<file path="src/rtl/uart_rx_pkg.sv">
// ----------------------------------------------------------------------------
// uart_rx_pkg
// Shared definitions for the UART receive controller: receiver state
// encoding, parameter defaults, clamp limits for the latched frame
// configuration, and small bit-level helper functions.
// ----------------------------------------------------------------------------
package uart_rx_pkg;

    // Parameter defaults
    localparam int DATA_W_MAX_DEF = 9;   // widest data word (must stay <= 15)
    localparam int PRESC_W_DEF    = 6;   // width of the clocks-per-bit value

    // Clamp limits applied when the frame configuration is latched
    localparam int LEN_MIN   = 5;        // fewest data bits per frame
    localparam int PRESC_MIN = 8;        // fewest clocks per bit

    typedef enum logic [2:0] {
        ST_IDLE       = 3'd0,
        ST_START      = 3'd1,
        ST_DATA       = 3'd2,
        ST_PARITY     = 3'd3,
        ST_STOP1      = 3'd4,
        ST_STOP2      = 3'd5,
        ST_BREAK_WAIT = 3'd6
    } rx_state_e;

    // Expected parity bit for a zero-extended data word.
    function automatic logic exp_parity(input logic [15:0] data, input logic odd);
        return (^data) ^ odd;
    endfunction

    // 2-of-3 majority vote.
    function automatic logic maj3(input logic a, input logic b, input logic c);
        return (a & b) | (a & c) | (b & c);
    endfunction

endpackage

</file>
<file path="src/rtl/uart_rx_ctrl_if.sv">
// ----------------------------------------------------------------------------
// uart_rx_ctrl_if
// Bundles the serial input, the frame configuration and the receive results
// of uart_rx_ctrl.
//   master : drives rx_in and the configuration, observes the results
//   slave  : the receiver side (uart_rx_ctrl)
// Signals: rx_in, prescale[PRESC_W], data_len[4], par_en, par_odd, stop2,
//          data_out[DATA_W_MAX], data_valid, par_err, stp_err, brk_det, busy.
// ----------------------------------------------------------------------------
interface uart_rx_ctrl_if
    import uart_rx_pkg::*;
#(
    parameter int DATA_W_MAX = DATA_W_MAX_DEF,
    parameter int PRESC_W    = PRESC_W_DEF
) ();

    logic                  rx_in;
    logic [PRESC_W-1:0]    prescale;
    logic [3:0]            data_len;
    logic                  par_en;
    logic                  par_odd;
    logic                  stop2;
    logic [DATA_W_MAX-1:0] data_out;
    logic                  data_valid;
    logic                  par_err;
    logic                  stp_err;
    logic                  brk_det;
    logic                  busy;

    modport master (
        output rx_in, prescale, data_len, par_en, par_odd, stop2,
        input  data_out, data_valid, par_err, stp_err, brk_det, busy
    );

    modport slave (
        input  rx_in, prescale, data_len, par_en, par_odd, stop2,
        output data_out, data_valid, par_err, stp_err, brk_det, busy
    );

endinterface

</file>
<file path="src/rtl/uart_rx_sampler.sv">
// ----------------------------------------------------------------------------
// uart_rx_sampler
// Bit-timing engine for the receiver. Runs an edge counter 0..P-1 while the
// receiver is active, captures the line at P/2-1 and P/2, and votes those two
// with the live line at P/2+1.
// Ports:
//   clk, rst_n  : clock, async active-low reset
//   run         : receiver is outside IDLE; counter held at 0 otherwise
//   rx_in       : synchronised serial line
//   presc       : latched clocks per bit (P)
//   bit_end     : current bit ends this cycle (edge count = P-1)
//   maj_valid   : majority result is valid this cycle (edge count = P/2+1)
//   maj_bit     : 2-of-3 majority of the bit samples
// ----------------------------------------------------------------------------
module uart_rx_sampler
    import uart_rx_pkg::*;
#(
    parameter int PRESC_W = PRESC_W_DEF
) (
    input  logic               clk,
    input  logic               rst_n,
    input  logic               run,
    input  logic               rx_in,
    input  logic [PRESC_W-1:0] presc,
    output logic               bit_end,
    output logic               maj_valid,
    output logic               maj_bit
);

    localparam logic [PRESC_W-1:0] ONE_L  = PRESC_W'(1'b1);
    localparam logic [PRESC_W-1:0] ZERO_L = {PRESC_W{1'b0}};

    logic [PRESC_W-1:0] edge_cnt_q, edge_cnt_d;
    logic               s0_q, s0_d;
    logic               s1_q, s1_d;
    logic [PRESC_W-1:0] half_s;
    logic [PRESC_W-1:0] last_s;

    assign half_s = {1'b0, presc[PRESC_W-1:1]};
    assign last_s = presc - ONE_L;

    // Edge counter advance and early-sample capture
    always_comb begin
        edge_cnt_d = edge_cnt_q;
        s0_d       = s0_q;
        s1_d       = s1_q;
        if (!run) begin
            edge_cnt_d = ZERO_L;
        end else if (edge_cnt_q == last_s) begin
            edge_cnt_d = ZERO_L;
        end else begin
            edge_cnt_d = edge_cnt_q + ONE_L;
        end
        if (run && (edge_cnt_q == (half_s - ONE_L))) begin
            s0_d = rx_in;
        end else begin
            s0_d = s0_q;
        end
        if (run && (edge_cnt_q == half_s)) begin
            s1_d = rx_in;
        end else begin
            s1_d = s1_q;
        end
    end

    // Edge counter and sample registers
    always_ff @(posedge clk or negedge rst_n) begin
        if (!rst_n) begin
            edge_cnt_q <= ZERO_L;
            s0_q       <= 1'b0;
            s1_q       <= 1'b0;
        end else begin
            edge_cnt_q <= edge_cnt_d;
            s0_q       <= s0_d;
            s1_q       <= s1_d;
        end
    end

    // The third sample is the live line so the vote lands at P/2+1 itself.
    assign maj_bit   = maj3(s0_q, s1_q, rx_in);
    assign maj_valid = run && (edge_cnt_q == (half_s + ONE_L));
    assign bit_end   = run && (edge_cnt_q == last_s);

endmodule

</file>
<file path="src/rtl/uart_rx_ctrl.sv">
// ----------------------------------------------------------------------------
// uart_rx_ctrl
// UART frame receiver: start-bit qualification, LSB-first data (5..DATA_W_MAX
// bits), optional even/odd parity, one or two stop bits, break detection.
// Frame configuration is latched at the start-bit edge so mid-frame changes
// are ignored. Results are registered and appear one cycle after the frame
// ends; the frame ends at the vote point of its last stop bit so a new start
// bit right after it is not missed.
// Ports:
//   clk, rst_n : clock, async active-low reset
//   rx_if      : slave side of uart_rx_ctrl_if (line, configuration, results)
// ----------------------------------------------------------------------------
module uart_rx_ctrl
    import uart_rx_pkg::*;
#(
    parameter int DATA_W_MAX = DATA_W_MAX_DEF,
    parameter int PRESC_W    = PRESC_W_DEF
) (
    input  logic          clk,
    input  logic          rst_n,
    uart_rx_ctrl_if.slave rx_if
);

    localparam logic [3:0]            LEN_MIN_L   = 4'(LEN_MIN);
    localparam logic [3:0]            LEN_MAX_L   = 4'(DATA_W_MAX);
    localparam logic [PRESC_W-1:0]    PRESC_MIN_L = PRESC_W'(PRESC_MIN);
    localparam logic [DATA_W_MAX-1:0] DZERO_L     = {DATA_W_MAX{1'b0}};

    rx_state_e             state_q, state_d;
    logic [PRESC_W-1:0]    presc_q, presc_d;
    logic [3:0]            len_q, len_d;
    logic                  par_en_q, par_en_d;
    logic                  par_odd_q, par_odd_d;
    logic                  stop2_q, stop2_d;
    logic [3:0]            bit_cnt_q, bit_cnt_d;
    logic [DATA_W_MAX-1:0] shreg_q, shreg_d;
    logic                  par_bit_q, par_bit_d;
    logic                  par_flag_q, par_flag_d;
    logic                  stp_flag_q, stp_flag_d;
    logic [DATA_W_MAX-1:0] data_out_q, data_out_d;
    logic                  data_valid_q, data_valid_d;
    logic                  par_err_q, par_err_d;
    logic                  stp_err_q, stp_err_d;
    logic                  brk_det_q, brk_det_d;
    logic                  busy_q, busy_d;

    logic                  run_s;
    logic                  bit_end_s;
    logic                  maj_valid_s;
    logic                  maj_bit_s;
    logic [3:0]            len_clamp_s;
    logic [PRESC_W-1:0]    presc_clamp_s;
    logic [DATA_W_MAX-1:0] justified_s;
    logic                  exp_par_s;
    logic                  zero_frame_s;
    logic                  stp_final_s;

    assign run_s = (state_q != ST_IDLE);

    uart_rx_sampler #(
        .PRESC_W (PRESC_W)
    ) u_sampler (
        .clk       (clk),
        .rst_n     (rst_n),
        .run       (run_s),
        .rx_in     (rx_if.rx_in),
        .presc     (presc_q),
        .bit_end   (bit_end_s),
        .maj_valid (maj_valid_s),
        .maj_bit   (maj_bit_s)
    );

    // Clamp the live configuration into the supported range
    always_comb begin
        len_clamp_s   = rx_if.data_len;
        presc_clamp_s = rx_if.prescale;
        if (rx_if.data_len < LEN_MIN_L) begin
            len_clamp_s = LEN_MIN_L;
        end else if (rx_if.data_len > LEN_MAX_L) begin
            len_clamp_s = LEN_MAX_L;
        end else begin
            len_clamp_s = rx_if.data_len;
        end
        if (rx_if.prescale < PRESC_MIN_L) begin
            presc_clamp_s = PRESC_MIN_L;
        end else begin
            presc_clamp_s = rx_if.prescale;
        end
    end

    // Bits enter at the top and move down, so a short word sits in the upper
    // bits and is shifted down by the unused width to right-justify it.
    assign justified_s  = shreg_q >> (LEN_MAX_L - len_q);
    assign exp_par_s    = exp_parity(16'(shreg_q), par_odd_q);
    assign zero_frame_s = (shreg_q == DZERO_L) && !(par_en_q && par_bit_q);
    assign stp_final_s  = stp_flag_q | ~maj_bit_s;

    // Next-state and result logic
    always_comb begin
        state_d      = state_q;
        presc_d      = presc_q;
        len_d        = len_q;
        par_en_d     = par_en_q;
        par_odd_d    = par_odd_q;
        stop2_d      = stop2_q;
        bit_cnt_d    = bit_cnt_q;
        shreg_d      = shreg_q;
        par_bit_d    = par_bit_q;
        par_flag_d   = par_flag_q;
        stp_flag_d   = stp_flag_q;
        data_out_d   = data_out_q;
        data_valid_d = 1'b0;
        par_err_d    = 1'b0;
        stp_err_d    = 1'b0;
        brk_det_d    = 1'b0;
        case (state_q)
            ST_IDLE: begin
                if (!rx_if.rx_in) begin
                    state_d    = ST_START;
                    presc_d    = presc_clamp_s;
                    len_d      = len_clamp_s;
                    par_en_d   = rx_if.par_en;
                    par_odd_d  = rx_if.par_odd;
                    stop2_d    = rx_if.stop2;
                    bit_cnt_d  = 4'd0;
                    shreg_d    = DZERO_L;
                    par_bit_d  = 1'b0;
                    par_flag_d = 1'b0;
                    stp_flag_d = 1'b0;
                end else begin
                    state_d = ST_IDLE;
                end
            end
            ST_START: begin
                // A start bit that votes high was a glitch
                if (maj_valid_s && maj_bit_s) begin
                    state_d = ST_IDLE;
                end else if (bit_end_s) begin
                    state_d = ST_DATA;
                end else begin
                    state_d = ST_START;
                end
            end
            ST_DATA: begin
                if (maj_valid_s) begin
                    shreg_d   = {maj_bit_s, shreg_q[DATA_W_MAX-1:1]};
                    bit_cnt_d = bit_cnt_q + 4'd1;
                end else if (bit_end_s && (bit_cnt_q == len_q)) begin
                    state_d = par_en_q ? ST_PARITY : ST_STOP1;
                end else begin
                    state_d = ST_DATA;
                end
            end
            ST_PARITY: begin
                if (maj_valid_s) begin
                    par_bit_d  = maj_bit_s;
                    par_flag_d = (maj_bit_s != exp_par_s);
                end else if (bit_end_s) begin
                    state_d = ST_STOP1;
                end else begin
                    state_d = ST_PARITY;
                end
            end
            ST_STOP1: begin
                if (maj_valid_s) begin
                    if (!maj_bit_s && zero_frame_s) begin
                        brk_det_d  = 1'b1;
                        data_out_d = justified_s;
                        state_d    = ST_BREAK_WAIT;
                    end else if (stop2_q) begin
                        stp_flag_d = stp_final_s;
                    end else begin
                        data_out_d   = justified_s;
                        state_d      = ST_IDLE;
                        par_err_d    = par_flag_q;
                        stp_err_d    = stp_final_s;
                        data_valid_d = ~(par_flag_q | stp_final_s);
                    end
                end else if (bit_end_s && stop2_q) begin
                    state_d = ST_STOP2;
                end else begin
                    state_d = ST_STOP1;
                end
            end
            ST_STOP2: begin
                if (maj_valid_s) begin
                    data_out_d   = justified_s;
                    state_d      = ST_IDLE;
                    par_err_d    = par_flag_q;
                    stp_err_d    = stp_final_s;
                    data_valid_d = ~(par_flag_q | stp_final_s);
                end else begin
                    state_d = ST_STOP2;
                end
            end
            ST_BREAK_WAIT: begin
                if (rx_if.rx_in) begin
                    state_d = ST_IDLE;
                end else begin
                    state_d = ST_BREAK_WAIT;
                end
            end
            default: begin
                state_d = ST_IDLE;
            end
        endcase
        busy_d = (state_d != ST_IDLE);
    end

    // Frame state, configuration and result registers
    always_ff @(posedge clk or negedge rst_n) begin
        if (!rst_n) begin
            state_q      <= ST_IDLE;
            presc_q      <= PRESC_MIN_L;
            len_q        <= LEN_MIN_L;
            par_en_q     <= 1'b0;
            par_odd_q    <= 1'b0;
            stop2_q      <= 1'b0;
            bit_cnt_q    <= 4'd0;
            shreg_q      <= DZERO_L;
            par_bit_q    <= 1'b0;
            par_flag_q   <= 1'b0;
            stp_flag_q   <= 1'b0;
            data_out_q   <= DZERO_L;
            data_valid_q <= 1'b0;
            par_err_q    <= 1'b0;
            stp_err_q    <= 1'b0;
            brk_det_q    <= 1'b0;
            busy_q       <= 1'b0;
        end else begin
            state_q      <= state_d;
            presc_q      <= presc_d;
            len_q        <= len_d;
            par_en_q     <= par_en_d;
            par_odd_q    <= par_odd_d;
            stop2_q      <= stop2_d;
            bit_cnt_q    <= bit_cnt_d;
            shreg_q      <= shreg_d;
            par_bit_q    <= par_bit_d;
            par_flag_q   <= par_flag_d;
            stp_flag_q   <= stp_flag_d;
            data_out_q   <= data_out_d;
            data_valid_q <= data_valid_d;
            par_err_q    <= par_err_d;
            stp_err_q    <= stp_err_d;
            brk_det_q    <= brk_det_d;
            busy_q       <= busy_d;
        end
    end

    assign rx_if.data_out   = data_out_q;
    assign rx_if.data_valid = data_valid_q;
    assign rx_if.par_err    = par_err_q;
    assign rx_if.stp_err    = stp_err_q;
    assign rx_if.brk_det    = brk_det_q;
    assign rx_if.busy       = busy_q;

endmodule
</file>
<file path="src/flat_wrapper.sv">
// flat-port wrapper written by rule: the top's interface ports become plain ports
module uart_rx_ctrl_flat import uart_rx_pkg::*;
#(
    parameter int DATA_W_MAX = DATA_W_MAX_DEF,
    parameter int PRESC_W    = PRESC_W_DEF
)
  (clk, rst_n, rx_if_rx_in, rx_if_prescale, rx_if_data_len, rx_if_par_en, rx_if_par_odd, rx_if_stop2, rx_if_data_out, rx_if_data_valid, rx_if_par_err, rx_if_stp_err, rx_if_brk_det, rx_if_busy);
  uart_rx_ctrl_if #(.DATA_W_MAX(DATA_W_MAX), .PRESC_W(PRESC_W)) rx_if_i ();
  input  logic clk;
  input  logic rst_n;
  input wire logic [$bits(rx_if_i.rx_in)-1:0] rx_if_rx_in;
  input wire logic [$bits(rx_if_i.prescale)-1:0] rx_if_prescale;
  input wire logic [$bits(rx_if_i.data_len)-1:0] rx_if_data_len;
  input wire logic [$bits(rx_if_i.par_en)-1:0] rx_if_par_en;
  input wire logic [$bits(rx_if_i.par_odd)-1:0] rx_if_par_odd;
  input wire logic [$bits(rx_if_i.stop2)-1:0] rx_if_stop2;
  output wire logic [$bits(rx_if_i.data_out)-1:0] rx_if_data_out;
  output wire logic [$bits(rx_if_i.data_valid)-1:0] rx_if_data_valid;
  output wire logic [$bits(rx_if_i.par_err)-1:0] rx_if_par_err;
  output wire logic [$bits(rx_if_i.stp_err)-1:0] rx_if_stp_err;
  output wire logic [$bits(rx_if_i.brk_det)-1:0] rx_if_brk_det;
  output wire logic [$bits(rx_if_i.busy)-1:0] rx_if_busy;
  assign rx_if_i.rx_in = rx_if_rx_in;
  assign rx_if_i.prescale = rx_if_prescale;
  assign rx_if_i.data_len = rx_if_data_len;
  assign rx_if_i.par_en = rx_if_par_en;
  assign rx_if_i.par_odd = rx_if_par_odd;
  assign rx_if_i.stop2 = rx_if_stop2;
  assign rx_if_data_out = rx_if_i.data_out;
  assign rx_if_data_valid = rx_if_i.data_valid;
  assign rx_if_par_err = rx_if_i.par_err;
  assign rx_if_stp_err = rx_if_i.stp_err;
  assign rx_if_brk_det = rx_if_i.brk_det;
  assign rx_if_busy = rx_if_i.busy;
  uart_rx_ctrl #(.DATA_W_MAX(DATA_W_MAX), .PRESC_W(PRESC_W)) u_core (.clk(clk), .rst_n(rst_n), .rx_if(rx_if_i));
endmodule
</file>
<file path="config.mk">
export PLATFORM = sky130hd
export DESIGN_NAME = uart_rx_ctrl_flat
export DESIGN_NICKNAME = d
export VERILOG_FILES = /design/src/rtl/uart_rx_pkg.sv /design/src/rtl/uart_rx_ctrl_if.sv /design/src/rtl/uart_rx_sampler.sv /design/src/rtl/uart_rx_ctrl.sv /design/src/flat_wrapper.sv
export SDC_FILE = /design/constraint.sdc
export NUM_CORES = 1
export LEC_CHECK = 0
export ABC_CLOCK_PERIOD_IN_PS = 4270
export CAP_MARGIN = 30
export CORE_ASPECT_RATIO = 2
export CORE_MARGIN = 5
export CORE_UTILIZATION = 46
export CTS_BUF_LIST = sky130_fd_sc_hd__clkbuf_2
export CTS_CLUSTER_SIZE = 28
export DETAILED_ROUTE_END_ITERATION = 10
export GPL_TIMING_DRIVEN = 0
export PLACE_DENSITY = 0.64
export SKIP_CTS_REPAIR_TIMING = 1
export SYNTH_ARGS = -nofsm -noshare
export SYNTH_HDL_FRONTEND = slang
export SYNTH_HIERARCHICAL = 1
export SYNTH_SLANG_ARGS = --single-unit
</file>
<file path="constraint.sdc">
create_clock -name clk -period 4.27 [get_ports clk]
set_input_delay 0.6405 -clock clk [delete_from_list [all_inputs] [get_ports clk]]
set_output_delay 0.6405 -clock clk [all_outputs]
set_load 0.01 [all_outputs]
</file>
## After elaboration in Yosys (flattened, before gate mapping)

Index checks and enable logic that the tools add are counted.

- Output and inout port bits: 14
- Input port bits: 16
- Register bits: 54

- Muxes and demuxes: 58
- Shift-type cells: 1
- Reduce and logical (&&, ||, !) cells: 26
- Bitwise gates (word level): 11
- Equality and inequality tests: 20
- $add $sub $neg: 6
- $lt $le $gt $ge: 3

Operators with widths:

| operator | count |
|---|---|
| $mux W9 | 6 |
| $pmux W9 S2 | 2 |
| $mux W3 | 11 |
| $mux W1 | 23 |
| $pmux W3 S7 | 1 |
| $eq A6 B6 Y1 | 3 |
| $mux W6 | 3 |
| $mux W4 | 4 |
| $reduce_xor A16 Y1 | 1 |
| $pmux W1 S2 | 6 |
| $logic_and A1 B1 Y1 | 10 |
| $ne A2 B1 Y1 const B | 5 |
| $eq A3 B3 Y1 const B | 3 |
| $logic_not A9 Y1 | 1 |
| $shr A9 B4 Y9 | 1 |
| $pmux W4 S2 | 1 |
| $reduce_bool A2 Y1 | 4 |
| $add A5 B1 Y6 const B | 1 |
| $add A6 B1 Y6 const B | 1 |
| $eq A3 B2 Y1 const B | 2 |
| $eq A6 B5 Y1 | 1 |
| $lt A6 B4 Y1 const B | 1 |
| $reduce_and A3 Y1 | 2 |
| $reduce_bool A3 Y1 | 2 |
| other kinds (21) | 30 |

## Logic depth before layout (Yosys ltp)

- Depth after elaboration: 11
- Gate-level depth with buffers: 12
- Depth with buffers taken out: 11

## Cells and area by module

The synthesis kept the hierarchy.

By module, submodules not included:

| module | times used | seq. area each (sq um) | cells each | area each (sq um) |
|---|---|---|---|---|
| uart_rx_ctrl | 1 | 1,154.9 | 244 | 2,518.7 |
| uart_rx_sampler | 1 | 200.2 | 96 | 864.6 |

## Least setup slack after synthesis

Ideal clock, no wire load.

- Path type: flip-flop to flip-flop
- Start: reg u_core.presc_q[2]
- End: reg u_core.state_q[1]
- Required time: 4,151 ps
- Buffers on the path: 1
- Cell stages (with the launch flop): 13
- Data arrival time: 2,688 ps
- Slack: 1,462 ps
- Setup time: 119 ps
- Cell sequence: dfrtp_1 buf_4 inv_1 ha_1 a21boi_0 xnor2_1 nand3_1 a2111oi_4 and2_1 nand2b_1 o2bb2ai_1 a211oi_1 a21bo_2

- Cells in the longest elaborated chain, start to end: 7
- Elaborated cells on any way between the ends: 16

Ends and longest elaborated chain:

| item | line | source |
|---|---|---|
| from (decl) | uart_rx_ctrl.sv:30 | `logic [PRESC_W-1:0] presc_q, presc_d;` |
| from (signal assigned) | uart_rx_ctrl.sv:232 | `presc_q <= presc_d;` |
| $sub A6 B1 Y6 * | uart_rx_sampler.sv:40 | `assign last_s = presc - ONE_L;` |
| $eq A6 B6 Y1 * | uart_rx_sampler.sv:82 | `assign bit_end = run && (edge_cnt_q == last_s);` |
| $logic_and A1 B1 Y1 * | uart_rx_sampler.sv:82 |  |
| via u_core.bit_end_s | uart_rx_ctrl.sv:48 | `logic bit_end_s;` |
| $logic_and A1 B1 Y1 | uart_rx_ctrl.sv:148 | `end else if (bit_end_s && (bit_cnt_q == len_q)) begin` |
| $mux W3 | uart_rx_ctrl.sv:148 |  |
| $mux W3 | uart_rx_ctrl.sv:145 | `if (maj_valid_s) begin` |
| $pmux W3 S7 * | uart_rx_ctrl.sv:116 | `case (state_q)` |
| via u_core.state_d[1] | uart_rx_ctrl.sv:29 | `rx_state_e state_q, state_d;` |
| to (signal assigned) | uart_rx_ctrl.sv:231 | `state_q <= state_d;` |
| to (decl) | uart_rx_ctrl.sv:29 |  |

The timed path passes the listed nets; every way through them passes the cells marked *.
A chain may end at the register's enable or synchronous reset.

## Final worst setup path

Same ends and word-level chain as after synthesis.

==> impl_metrics.py <==
metrics = {
    "outcome": {
        "status": "finished clean",
    },
    "synthesis": {
        "yosys.area.top_type_share": 0.377,
        "post_synth_instance_area_sq_um": 3380,
        "yosys-top-cells-count": "sky130_fd_sc_hd__dfrtp_1, sky130_fd_sc_hd__nand2_1, sky130_fd_sc_hd__inv_1",
        "number_of_synthesized_register_bits": 54,
        "yosys_most_used_dff": "sky130_fd_sc_hd__dfrtp_1",
        "synth.yosys.warnings": 6,
        "synth_seq_area_share": 0.401,
        "yosysUniqueCellTypes": 62,
        "count_of_flip_flops_with_a_built_in_enable_after_synthesis": 0,
        "synthTopCellsByArea": "sky130_fd_sc_hd__dfrtp_1, sky130_fd_sc_hd__xor2_1, sky130_fd_sc_hd__nand2_1, sky130_fd_sc_hd__xnor2_1, sky130_fd_sc_hd__ha_1",
        "synth_largest_area_cell": "sky130_fd_sc_hd__dfrtp_1",
        "synthCells": 340,
        "cell_with_the_most_instances_after_synthesis": "sky130_fd_sc_hd__dfrtp_1",
        "synth_nets": 367,
        "async_flop_share": 1.00,
        "postSynthAreaPerCell_sq_um": 9.95,
    },
    "grt": {
        "globalRoute.totalOverflow": 0,
        "first_global_vias": 2709,
        "antenna_found_initial": 0,
        "gr-usage-all-layers": 0.172,
        "grt_first_pass_wirelength_microns": 12700,
        "grt_max_degree": 31,
    },
    "sta": {
        "layout_min_cycle_time_ps": 3370,
        "finClkSkew_ps": 14.9,
        "clock.fmax_mhz": 297,
        "setup_viol": 0,
        "layout_setup_ws_ps": 901,
        "worst_slew_margin_rel": 0.607,
        "period_utilisation_layout": 0.789,
        "totalNegativeSetupSlack_ps": 0,
        "setup_repair_after_global_routing_missed_its_margin": "no",
        "timing_hold_violations_final": 0,
        "worst_slew_pin_slew_ps": 590,
        "maxSlewViolCount": 0,
    },
    "floorplan": {
        "die_x_microns": 70.6,
        "initial_core_util": 0.469,
        "rows": 44,
        "floorplan.die.height_microns": 131,
        "area_of_the_die_sq_um": 9270,
        "floorplan_core_area_sq_um": 7210,
        "num_io_pins": 30,
    },
    "clock_tree": {
        "cts_tree": "built",
        "cts_sinks": 54,
        "clkSlewWorstSetupHoldPaths_ps": 260,
        "worst_skew_pair_latency_ps": 450,
        "clk_root_buffer_cell": "sky130_fd_sc_hd__clkbuf_2",
        "clk_path_buf_depth": 2,
        "clock_tree.htree_level_count": 2,
        "cts-buffers-inserted": 5,
    },
    "final_layout": {
        "area_delta_synth_final_pct": 14.4,
        "n_antenna_cell": 0,
        "fraction_of_layout_instances_using_a_drive_strength_above_1": 0.135,
        "layout.nets": 404,
        "num-fill-cells": 662,
    },
    "run": {
        "maxCapViolations": 0,
    },
    "place": {
        "numPortBuffers": 29,
        "detailed_placer_s_ending_hpwl_microns": 6160,
        "pre_cts_slack_ps": 954,
        "gpl.final_weighted_congestion": 0.826,
    },
    "setup_path": {
        "timing.critical_path.buf_inv": 2,
        "critPathTopFamily": "compound AO/OA/AOI/OAI gates",
        "timing.critical_path.slowest_cell_delay_ps": 490,
        "cp_max_fo": 7,
        "crit_path_slowest_cell": "sky130_fd_sc_hd__a2111oi_4",
        "crit_path_cell_trace": "buf_4 > inv_1 > ha_1 > a21boi_0 > xnor2_1 > nand3_1 > a2111oi_4 > and2_1 > nand2b_1 > o2bb2ai_1 > a211oi_1 > a21bo_2",
        "setup.worst_path.class": "flip-flop to flip-flop",
        "cp_data_required_time_ps": 4660,
        "crit_path_end_kind": "flip-flop",
        "setup.worst_path.start_class": "flip-flop",
        "arrival_time_at_the_worst_endpoint_ps": 3760,
    },
    "min_path": {
        "hold_wc_path_type": "input port to asynchronous set/reset pin",
    },
    "route": {
        "postRouteAntennaNets": 0,
        "drcViolationCount": 0,
        "initialDrtViolationCount": 92,
        "vias": 2642,
        "detail_route.vias_per_cell": 5.62,
        "wl_final_microns": 7700,
        "drtPass1Iterations": 5,
        "drt-wirelength-per-cell_microns": 16.4,
    },
    "power_and_ir_drop": {
        "leakagePower_nw": 1.65,
        "power.density_nw_per_um2": 574,
        "vdd_drop_max_uv": 293,
    },
}
==> layout by cell type, fill, tap and decap left out, types with 7 or more instances in the layout <==
cell type                          n
sky130_fd_sc_hd__mux2i_1           8
sky130_fd_sc_hd__nor3_1            8
sky130_fd_sc_hd__nand3_1          14
sky130_fd_sc_hd__o21ai_0          11
sky130_fd_sc_hd__xor2_1           18
sky130_fd_sc_hd__a22o_1           10
sky130_fd_sc_hd__nand2b_1          7
sky130_fd_sc_hd__clkbuf_2          7
sky130_fd_sc_hd__buf_2             8
sky130_fd_sc_hd__inv_1            21
sky130_fd_sc_hd__clkdlybuf4s50_1  28
sky130_fd_sc_hd__dfrtp_1          51
sky130_fd_sc_hd__xnor2_1          16
sky130_fd_sc_hd__ha_1             11
sky130_fd_sc_hd__nor2_1           19
sky130_fd_sc_hd__mux2_2           11
sky130_fd_sc_hd__nand2_1          41
==> layout make-up <==
type | instances | area, sq um | share of cell area
tap | 92 | 115 | 0.0297
timing repair buffer | 30 | 305 | 0.0789
inverter | 21 | 78.8 | 0.0204
buffer | 19 | 104 | 0.0268
clock buffer | 6 | 30.0 | 0.00776
sequential | 54 | 1360 | 0.350
multi-input combinational | 246 | 1850 | 0.477
clock inverter | 2 | 37.5 | 0.00970
==> report_power, final <==
| part | total, W | internal [W] | leakage, nW | switching [W] |
|---|---|---|---|---|
| Combinational | 0.00118 | 0.000520 | 0.909 | 0.000664 |
| Clock | 0.000262 | 0.000101 | 0.0392 | 0.000161 |
| Sequential | 0.000776 | 0.000643 | 0.704 | 0.000133 |
==> flip-flops by register name, summed over array words and instances (netlist names), 3 cells and up <==
| register | cells |
|---|---|
| u_core/presc_q | 6 |
| u_core/u_sampler/edge_cnt_q | 6 |
| u_core/rx_if.data_out | 9 |
| u_core/bit_cnt_q | 4 |
| u_core/shreg_q | 9 |
| u_core/len_q | 4 |
| u_core/state_q | 3 |
==> metrics by stage <==
| stage | utilization | cells | power, W | hold slack [ps] | area (sq um) |
|---|---|---|---|---|---|
| 2_1_floorplan | - | 340 | 0.00169 | 345 | 3380 |
| 3_3_place_gp | 0.525 | 461 | 0.00194 | 465 | 3790 |
| 3_5_place_dp | 0.527 | 462 | 0.00197 | 480 | 3800 |
| 4_1_cts | 0.537 | 470 | 0.00224 | 108 | 3870 |
| 5_1_grt | 0.537 | 470 | 0.00240 | 105 | 3870 |
| 6_report | 0.537 | 470 | 0.00222 | 135 | 3870 |
==> worst paths after layout <==
path                                        start                   to  slack (ps)  cells past startpoint
max in group asynchronous                   rst_n      u_core/len_q[2]        3480                      2
worst min-delay path                        rst_n  u_core/bit_cnt_q[2]         140                      1
min in group clk                u_core/presc_q[3]    u_core/presc_q[3]         520                      2
worst min register to register  u_core/presc_q[3]    u_core/presc_q[3]         520                      2
worst max register to register  u_core/presc_q[2]    u_core/state_q[1]         900                     12
worst max-delay path            u_core/presc_q[2]    u_core/state_q[1]         900                     12
==> cell families after synthesis <==
| kind of cell | after synthesis | share of synthesized area |
|---|---|---|
| buffers and inverters | 40 | 0.0540 |
| AND/OR/NAND/NOR | 121 | 0.190 |
| multiplexers | 24 | 0.0902 |
| XOR/XNOR | 37 | 0.102 |
| AO/OA/AOI/OAI | 52 | 0.119 |
| adder cells (fa/ha/maj) | 12 | 0.0436 |
| flip-flops | 54 | 0.401 |
==> routing by layer <==
metal,GRT usage,vias to the layer above,share of wire
li1,-,1260,-
met3,0.0298,22,0.035
met5,0,-,0
met1,0.163,1295,0.34
met2,0.334,65,0.58
met4,0.0931,0,0.044
==> worst register-to-register path: cells and delay by family (launching register included) <==
family | cells | cell delay [ps]
AO/OA/AOI/OAI | 5 | 1560
flip-flops | 1 | 460
AND/OR/NAND/NOR | 3 | 570
adder cells (fa/ha/maj) | 1 | 270
buffers and inverters | 2 | 270
XOR/XNOR | 1 | 160
Note: power is estimated with default switching activity, not from simulation.
